===== src/rtl/branch_stall_if.sv =====
// Fetch-side view of the branch stall unit: instruction in, branch status out.
// The fetch stage drives the master side; the stall unit sits on the slave side.
interface branch_stall_if #(
    parameter int CNT_WIDTH = 16
);
    logic [31:0]          Inst;
    logic                 Inst_valid;
    logic                 Br_Resolved;
    logic                 Br_Detected;
    logic [1:0]           Br_Type;
    logic                 Stall;
    logic                 Busy;
    logic [CNT_WIDTH-1:0] Br_Count;

    modport master (
        output Inst,
        output Inst_valid,
        output Br_Resolved,
        input  Br_Detected,
        input  Br_Type,
        input  Stall,
        input  Busy,
        input  Br_Count
    );

    modport slave (
        input  Inst,
        input  Inst_valid,
        input  Br_Resolved,
        output Br_Detected,
        output Br_Type,
        output Stall,
        output Busy,
        output Br_Count
    );
endinterface


===== src/rtl/branch_stall_unit.sv =====
// Detects RV32I branches/jumps at fetch and freezes fetch/decode, either for a
// fixed number of cycles or until the branch outcome is reported resolved.
module branch_stall_unit #(
    parameter int STALL_CYCLES = 3,
    parameter int RESOLVE_MODE = 0,
    parameter int CNT_WIDTH    = 16
) (
    input  logic           clk,
    input  logic           rst,
    branch_stall_if.slave  bus
);

    typedef enum logic [1:0] {
        S_IDLE  = 2'd0,
        S_STALL = 2'd1,
        S_WAIT  = 2'd2
    } state_t;

    localparam logic [3:0] LP_STALL_LEN = 4'(STALL_CYCLES);
    localparam logic [1:0] LP_BT_NONE   = 2'b00;
    localparam logic [1:0] LP_BT_COND   = 2'b01;
    localparam logic [1:0] LP_BT_JAL    = 2'b10;
    localparam logic [1:0] LP_BT_JALR   = 2'b11;

    state_t               r_state;
    state_t               w_state_next;
    logic [3:0]           r_stall_cnt;
    logic [3:0]           w_stall_cnt_next;
    logic                 r_br_detected;
    logic                 w_br_detected_next;
    logic [1:0]           r_br_type;
    logic [1:0]           w_br_type_next;
    logic                 r_stall;
    logic                 w_stall_next;
    logic [CNT_WIDTH-1:0] r_br_count;
    logic [CNT_WIDTH-1:0] w_br_count_next;

    logic [6:0]           w_opcode;
    logic [2:0]           w_funct3;
    logic [1:0]           w_class;
    logic                 w_accept;
    logic                 w_unused_inst_bits;

    assign w_opcode = bus.Inst[6:0];
    assign w_funct3 = bus.Inst[14:12];
    assign w_unused_inst_bits = ^{bus.Inst[31:15], bus.Inst[11:7]};

    // funct3 010/011 under the branch opcode are unallocated, so not branches
    always_comb begin
        w_class = LP_BT_NONE;
        case (w_opcode)
            7'b1100011: begin
                if ((w_funct3 != 3'b010) && (w_funct3 != 3'b011)) begin
                    w_class = LP_BT_COND;
                end
            end
            7'b1101111: w_class = LP_BT_JAL;
            7'b1100111: begin
                if (w_funct3 == 3'b000) begin
                    w_class = LP_BT_JALR;
                end
            end
            default: w_class = LP_BT_NONE;
        endcase
    end

    assign w_accept = (r_state == S_IDLE) && bus.Inst_valid && (w_class != LP_BT_NONE);

    always_ff @(posedge clk or posedge rst) begin
        if (rst) begin
            r_state <= S_IDLE;
        end else begin
            r_state <= w_state_next;
        end
    end

    always_comb begin
        w_state_next = r_state;
        case (r_state)
            S_IDLE: begin
                if (w_accept) begin
                    w_state_next = (RESOLVE_MODE != 0) ? S_WAIT : S_STALL;
                end
            end
            S_STALL: begin
                if (r_stall_cnt <= 4'd1) begin
                    w_state_next = S_IDLE;
                end
            end
            S_WAIT: begin
                if (bus.Br_Resolved) begin
                    w_state_next = S_IDLE;
                end
            end
            default: w_state_next = S_IDLE;
        endcase
    end

    // Next values of the registered outputs; everything leaves on a clock edge
    always_comb begin
        w_stall_cnt_next   = r_stall_cnt;
        w_br_detected_next = w_accept;
        w_br_type_next     = r_br_type;
        w_stall_next       = (w_state_next != S_IDLE);
        w_br_count_next    = r_br_count;

        if (w_accept) begin
            w_br_type_next   = w_class;
            w_stall_cnt_next = (RESOLVE_MODE != 0) ? 4'd0 : LP_STALL_LEN;
            if (r_br_count != {CNT_WIDTH{1'b1}}) begin
                w_br_count_next = r_br_count + 1'b1;
            end
        end else if (w_state_next == S_IDLE) begin
            w_br_type_next   = LP_BT_NONE;
            w_stall_cnt_next = 4'd0;
        end else if ((r_state == S_STALL) && (r_stall_cnt != 4'd0)) begin
            w_stall_cnt_next = r_stall_cnt - 4'd1;
        end
    end

    always_ff @(posedge clk or posedge rst) begin
        if (rst) begin
            r_stall_cnt   <= 4'd0;
            r_br_detected <= 1'b0;
            r_br_type     <= LP_BT_NONE;
            r_stall       <= 1'b0;
            r_br_count    <= '0;
        end else begin
            r_stall_cnt   <= w_stall_cnt_next;
            r_br_detected <= w_br_detected_next;
            r_br_type     <= w_br_type_next;
            r_stall       <= w_stall_next;
            r_br_count    <= w_br_count_next;
        end
    end

    assign bus.Br_Detected = r_br_detected;
    assign bus.Br_Type     = r_br_type;
    assign bus.Stall       = r_stall;
    assign bus.Busy        = r_stall;
    assign bus.Br_Count    = r_br_count;

endmodule

===== src/flat_wrapper.sv =====
// flat-port wrapper written by rule: the top's interface ports become plain ports
module branch_stall_unit_flat 
#(
    parameter int STALL_CYCLES = 3,
    parameter int RESOLVE_MODE = 0,
    parameter int CNT_WIDTH    = 16
)
  (clk, rst, bus_Inst, bus_Inst_valid, bus_Br_Resolved, bus_Br_Detected, bus_Br_Type, bus_Stall, bus_Busy, bus_Br_Count);
  branch_stall_if #(.CNT_WIDTH(CNT_WIDTH)) bus_i ();
  input  logic clk;
  input  logic rst;
  input wire logic [$bits(bus_i.Inst)-1:0] bus_Inst;
  input wire logic [$bits(bus_i.Inst_valid)-1:0] bus_Inst_valid;
  input wire logic [$bits(bus_i.Br_Resolved)-1:0] bus_Br_Resolved;
  output wire logic [$bits(bus_i.Br_Detected)-1:0] bus_Br_Detected;
  output wire logic [$bits(bus_i.Br_Type)-1:0] bus_Br_Type;
  output wire logic [$bits(bus_i.Stall)-1:0] bus_Stall;
  output wire logic [$bits(bus_i.Busy)-1:0] bus_Busy;
  output wire logic [$bits(bus_i.Br_Count)-1:0] bus_Br_Count;
  assign bus_i.Inst = bus_Inst;
  assign bus_i.Inst_valid = bus_Inst_valid;
  assign bus_i.Br_Resolved = bus_Br_Resolved;
  assign bus_Br_Detected = bus_i.Br_Detected;
  assign bus_Br_Type = bus_i.Br_Type;
  assign bus_Stall = bus_i.Stall;
  assign bus_Busy = bus_i.Busy;
  assign bus_Br_Count = bus_i.Br_Count;
  branch_stall_unit #(.STALL_CYCLES(STALL_CYCLES), .RESOLVE_MODE(RESOLVE_MODE), .CNT_WIDTH(CNT_WIDTH)) u_core (.clk(clk), .rst(rst), .bus(bus_i));
endmodule

===== config.mk =====
export PLATFORM = sky130hd
export DESIGN_NAME = branch_stall_unit_flat
export DESIGN_NICKNAME = d
export VERILOG_FILES = /design/src/rtl/branch_stall_if.sv /design/src/rtl/branch_stall_unit.sv /design/src/flat_wrapper.sv
export SDC_FILE = /design/constraint.sdc
export NUM_CORES = 1
export LEC_CHECK = 0
export CORE_UTILIZATION = 42
export CTS_CLUSTER_SIZE = 8
export DETAILED_ROUTE_END_ITERATION = 7
export GPL_TIMING_DRIVEN = 0
export PLACE_DENSITY = 0.79
export SYNTH_ARGS = -nofsm -noshare
export SYNTH_HDL_FRONTEND = slang
export SYNTH_SLANG_ARGS = --single-unit

===== constraint.sdc =====
create_clock -name clk -period 2.35 [get_ports clk]
set_input_delay 0.47 -clock clk [delete_from_list [all_inputs] [get_ports clk]]
set_output_delay 0.47 -clock clk [all_outputs]
set_load 0.05 [all_outputs]

=== Word-level counts from Yosys, hierarchy flattened ===
Cells that the tools add are included.

* Reduce and logical (&&, ||, !) cells: 13
* Mux-type cells: 12
* $lt $le $gt $ge: 1
* Equality and inequality tests: 8
* $add $sub $neg: 2

{| class="wikitable"
|+ Operators with widths
! cell !! count
|-
| $eq 7x7->1 const B || 3
|-
| $add 16x1->16 const B || 1
|-
| $ne 16x16->1 const B || 1
|-
| $mux 2 || 6
|-
| $mux 4 || 3
|-
| $pmux 2 s3 || 2
|-
| $ne 3x2->1 const B || 2
|-
| $reduce_bool 2->1 || 3
|-
| $le 4x1->1 const B || 1
|-
| $logic_and 1x1->1 || 4
|-
| $logic_not 2->1 || 2
|-
| $reduce_bool 4->1 || 1
|-
| $sub 4x1->4 const B || 1
|-
| $logic_not 3->1 || 1
|-
| $reduce_bool 3->1 || 1
|-
| $eq 2x1->1 const B || 1
|-
| $eq 2x2->1 const B || 1
|-
| $reduce_and 2->1 || 1
|-
| $mux 1 || 1
|}

* Logic and storage cells: 42
* Output and inout port bits: 21
* Register bits after elaboration: 26

=== Longest topological paths before layout ===
* Depth after elaboration: 11
* Mapped depth: 7

=== Worst setup path after synthesis ===
OpenSTA, ideal clock, no wires.

* Kind: register to register
* Start point: reg u_core.r_br_count[0], in the netlist u_core.bus.Br_Count[0]
* End point: reg u_core.r_br_count[1], in the netlist u_core.bus.Br_Count[1]
* Path slack: 0.006 ns
* Period minus slack after synthesis: 2.344 ns
* Setup time: 0.125 ns
* Buffers on the path: 1
* Arrival: 2.219 ns
* Data required time: 2.225 ns
* Stages on the path, launching flop included: 7
* Cell sequence: dfrtp_1 ha_1 nand3_4 or4_4 o211ai_2 buf_6 mux2_4

* Cells in the longest elaborated chain, start to end: 2
* Elaborated cells on any way between the ends: 3
* Classes of those cells: add/sub: 1; eq/ne: 1; reduce/logical: 1

{| class="wikitable"
|+ Ends and longest elaborated chain
! what !! line !! source
|-
| start: declaration || branch_stall_unit.sv:35 || <nowiki>logic [CNT_WIDTH-1:0] r_br_count;</nowiki>
|-
| start signal: assignment || branch_stall_unit.sv:133 || <nowiki>r_br_count <= w_br_count_next;</nowiki>
|-
| parallel branches: the longest is 2 deep, another holds $add 16x1->16 || n/a ||
|}

Parallel ways; which one is timed is not known.
A chain may end at the register's enable or synchronous reset.

=== Final worst setup path ===
* Start point: in bus_Inst[5]
* End point: reg u_core.r_br_count[15], in the netlist u_core.bus.Br_Count[15]

* Cells in the longest elaborated chain, start to end: 5
* Elaborated cells on any way between the ends: 7
* Classes of those cells: eq/ne: 3; mux: 1; reduce/logical: 3

{| class="wikitable"
|+ Ends and longest elaborated chain
! what !! line !! source
|-
| start: declaration || flat_wrapper.sv:12 || <nowiki>input wire logic [$bits(bus_i.Inst)-1:0] bus_Inst;</nowiki>
|-
| $eq 7x7->1 || branch_stall_unit.sv:51 || <nowiki>case (w_opcode)</nowiki>
|-
| $pmux 2 s3 (*) || branch_stall_unit.sv:51 ||
|-
| $reduce_bool 2->1 (*) || branch_stall_unit.sv:67 || <nowiki>assign w_accept = (r_state == S_IDLE) && bus.Inst_valid && (w_class != LP_BT_NONE);</nowiki>
|-
| $logic_and 1x1->1 (*) || branch_stall_unit.sv:67 ||
|-
| $reduce_and 2->1 (no line) (*) || n/a ||
|}

Mark *: on every way between the ends. The rest lies on a longest branch, timed or not.

==> metrics.yaml <==
critical_path:
  path_buf_inv: 1
  arrival_ps: 2450
  cp-end-kind: "flop"
  path_cells: "clkdlybuf4s50_1, nand4b_1, nor4_4, o21ai_2, nor4_1, mux2_2"
  max_stage_delay_ps: 460
  cp-start-kind: "input port"
  crit_family: "simple AND/OR/NAND/NOR gates"
  worstPathRequired_ps: 2570
  critPathKind: "input port to flop"
  slowest_stage: "clkdlybuf4s50_1"
  worstPathMaxFanout: 5
synthesis:
  synthCells: 121
  synthTopCellsByArea: "dfrtp_1 (48%), xor2_1 (7.8%), ha_1 (3.7%), nor3_1 (3.0%), inv_1 (2.8%)"
  yosys.cell_types.count: 38
  synth_common_cells: "dfrtp_1 (26), xor2_1 (12), inv_1 (10)"
  synth_top_area_share_pct: 48.3
  async_flop_share_pct: 100
  yosys.cell_count.top_type: "dfrtp_1"
  syn_avg_cell_area_um2: 11.1
  synth-edff-count: 0
  synth_seq_area_share_pct: 48.3
  synth_area_um2: 1350
  ys_ff_latch: 26
  yosys_warnings: 0
  ys.flop_type: "dfrtp_1"
  yosys.area.top_type: "dfrtp_1"
  syn_nets: 161
floorplanning:
  die_w_um: 58.6
  die_y_um: 58.6
  die_area_um2: 3440
  num_rows: 20
  io_pins: 57
  core_um2: 3050
  start_util_pct: 44.1
detailed_routing:
  drc_errors: 0
  vias_per_cell: 5.10
  routed_wirelength_um: 2780
  post_drt_wl_per_cell_um: 13.8
  drtIter0Drc: 20
  ant_nets: 0
  vias: 1030
  dr.pass1.iters: 4
placement:
  port_buffers: 34
  place_hpwl_um: 2040
  globalplace.congestion: 0.717
global_routing:
  grt_max_degree: 27
  overflow: 0
  grt_pass1_vias: 1096
  globalRouteTotalUtil_pct: 18.4
  antenna_found_initial: 0
  grt_pass1_wl_um: 4800
cts:
  post_cts_resized: 0
  cts.clk_slew.worst_paths_ps: 140
  cts_setup_buffers: 0
  cts_hold_buffers: 0
  cts_buffer_depth: 2
  cts_tree: "yes"
  clock-root-buffer: "clkbuf_4"
  clkLatencyLatePin_ps: 330
  numCtsBuffers: 3
  htreeDepth: 1
  cts.sinks: 26
run:
  drv_cap: 0
sta:
  hold_viol_final: 0
  fin_crit_ps: 2230
  tightest_slew_ps: 979
  timing.final.crit_share_pct: 94.8
  grt_setup_unrepaired: "false"
  finalSetupViolCount: 0
  slew_viol_final: 0
  relSlewSlack_pct: 34.6
  clock_skew_ps: 7.12
  timing.fmax_mhz: 449
  final.setup.tns_ps: 0
cells_and_area:
  antenna_cells: 0
  fill_cells: 281
  syn_to_final_growth_pct: 31.0
  nNetsFinal: 200
  drive_gt1_share_pct: 12.0
power_and_ir_drop:
  power.leakage_nw: 0.790
  p_per_area_nw_per_um2: 422
  ir_drop_uv: 259
  p_total_mw: 0.745
min_path:
  min_path_type: "flop to flop"
run_status:
  status: "complete, no violations"
==> placed cells by master, fill, tap and decap left out, types with 2 or more instances in the layout <==
cell type / count
nand3_1: 3
clkdlybuf4s50_1: 34
xor2_1: 12
ha_1: 4
o21ai_0: 2
a21oi_1: 3
nand2_1: 9
nor4_1: 2
mux2_2: 2
nand2b_1: 2
xnor2_1: 4
dfrtp_1: 26
inv_1: 10
nor2_1: 4
nor3_2: 3
nand4_1: 5
nor3_1: 8
clkbuf_4: 3
==> registers in the layout (all words and copies together) (netlist names) <==
name and count:
u_core.bus.Busy 1, u_core.bus.Br_Type 2, u_core.r_stall_cnt 4, u_core.bus.Br_Detected 1
u_core.r_state 2, u_core.bus.Br_Count 16
==> worst paths after layout <==
| check | endpoint | from | slack, ps | depth (start not counted) |
|---|---|---|---|---|
| setup reg to reg | u_core.bus.Br_Count[1]$_DFFE_PP0P_ | u_core.bus.Br_Count[1]$_DFFE_PP0P_ | 200 | 6 |
| setup / recovery | u_core.bus.Br_Count[15]$_DFFE_PP0P_ | bus_Inst[5] | 120 | 6 |
| hold reg to reg | u_core.bus.Br_Type[1]$_DFFE_PP0P_ | u_core.bus.Br_Type[1]$_DFFE_PP0P_ | 510 | 1 |
| max in group asynchronous | u_core.bus.Br_Count[11]$_DFFE_PP0P_ | rst | 1100 | 2 |
| hold / removal | u_core.bus.Br_Type[1]$_DFFE_PP0P_ | u_core.bus.Br_Type[1]$_DFFE_PP0P_ | 510 | 1 |
| min in group asynchronous | u_core.r_state[0]$_DFF_PP0_ | rst | 650 | 2 |
==> worst register-to-register path, cell delays in order (launching register included) <==
cell and delay [ps]:
dfrtp_1 450, ha_1 240, nand3_4 150, or4_4 560, o211ai_2 140, buf_6 200, mux2_4 300
==> report_power, final <==
group / leakage (nW) / total, mW / switching [mW] / internal [mW]
registers: 0.352 / 0.463 / 0.00882 / 0.454
clock network: 0.0138 / 0.192 / 0.132 / 0.0602
logic: 0.424 / 0.0898 / 0.0487 / 0.0411
==> routing by layer <==
| layer | share of wire [%] | global-route usage, % | vias up |
|---|---|---|---|
| li1 | - | - | 495 |
| met5 | 0 | 0 | - |
| met3 | 4.1 | 2.42 | 5 |
| met4 | 1.1 | 5.78 | 0 |
| met1 | 44 | 22.2 | 505 |
| met2 | 51 | 33.8 | 25 |
==> kinds of logic after synthesis <==
| family | after synthesis | share of synthesized area (%) |
|---|---|---|
| AOI/OAI and AO/OA | 13 | 8.36 |
| adders and majority gates | 4 | 3.71 |
| buffers and inverters | 12 | 4.18 |
| muxes | 4 | 3.53 |
| xor gates and xnor gates | 16 | 10.4 |
| and+or+nand+nor | 46 | 21.5 |
| DFF | 26 | 48.3 |
==> stage by stage <==
| stage | hold WS [ps] | utilization, % | setup WS [ps] | instances | area [um2] |
|---|---|---|---|---|---|
| after floorplan | 505 | - | 5.85 | 121 | 1350 |
| after global placement | 479 | 57.1 | -88.9 | 199 | 1740 |
| after detailed placement | 486 | 57.1 | -203 | 199 | 1740 |
| after CTS | 518 | 57.8 | 119 | 202 | 1770 |
| after global routing | 544 | 57.8 | 52.6 | 202 | 1770 |
| final | 514 | 57.8 | 123 | 202 | 1770 |
==> area by class of cell <==
class	instances	area (um2)	share of cell area [%]
Sequential cell	26	651	36.9
Multi-Input combinational cell	83	641	36.3
Timing Repair Buffer	34	340	19.3
Tap cell	44	55.1	3.12
Inverter	10	37.5	2.13
Clock buffer	3	22.5	1.28
Buffer	2	18.8	1.06
Power figures use the tool's default switching activity.
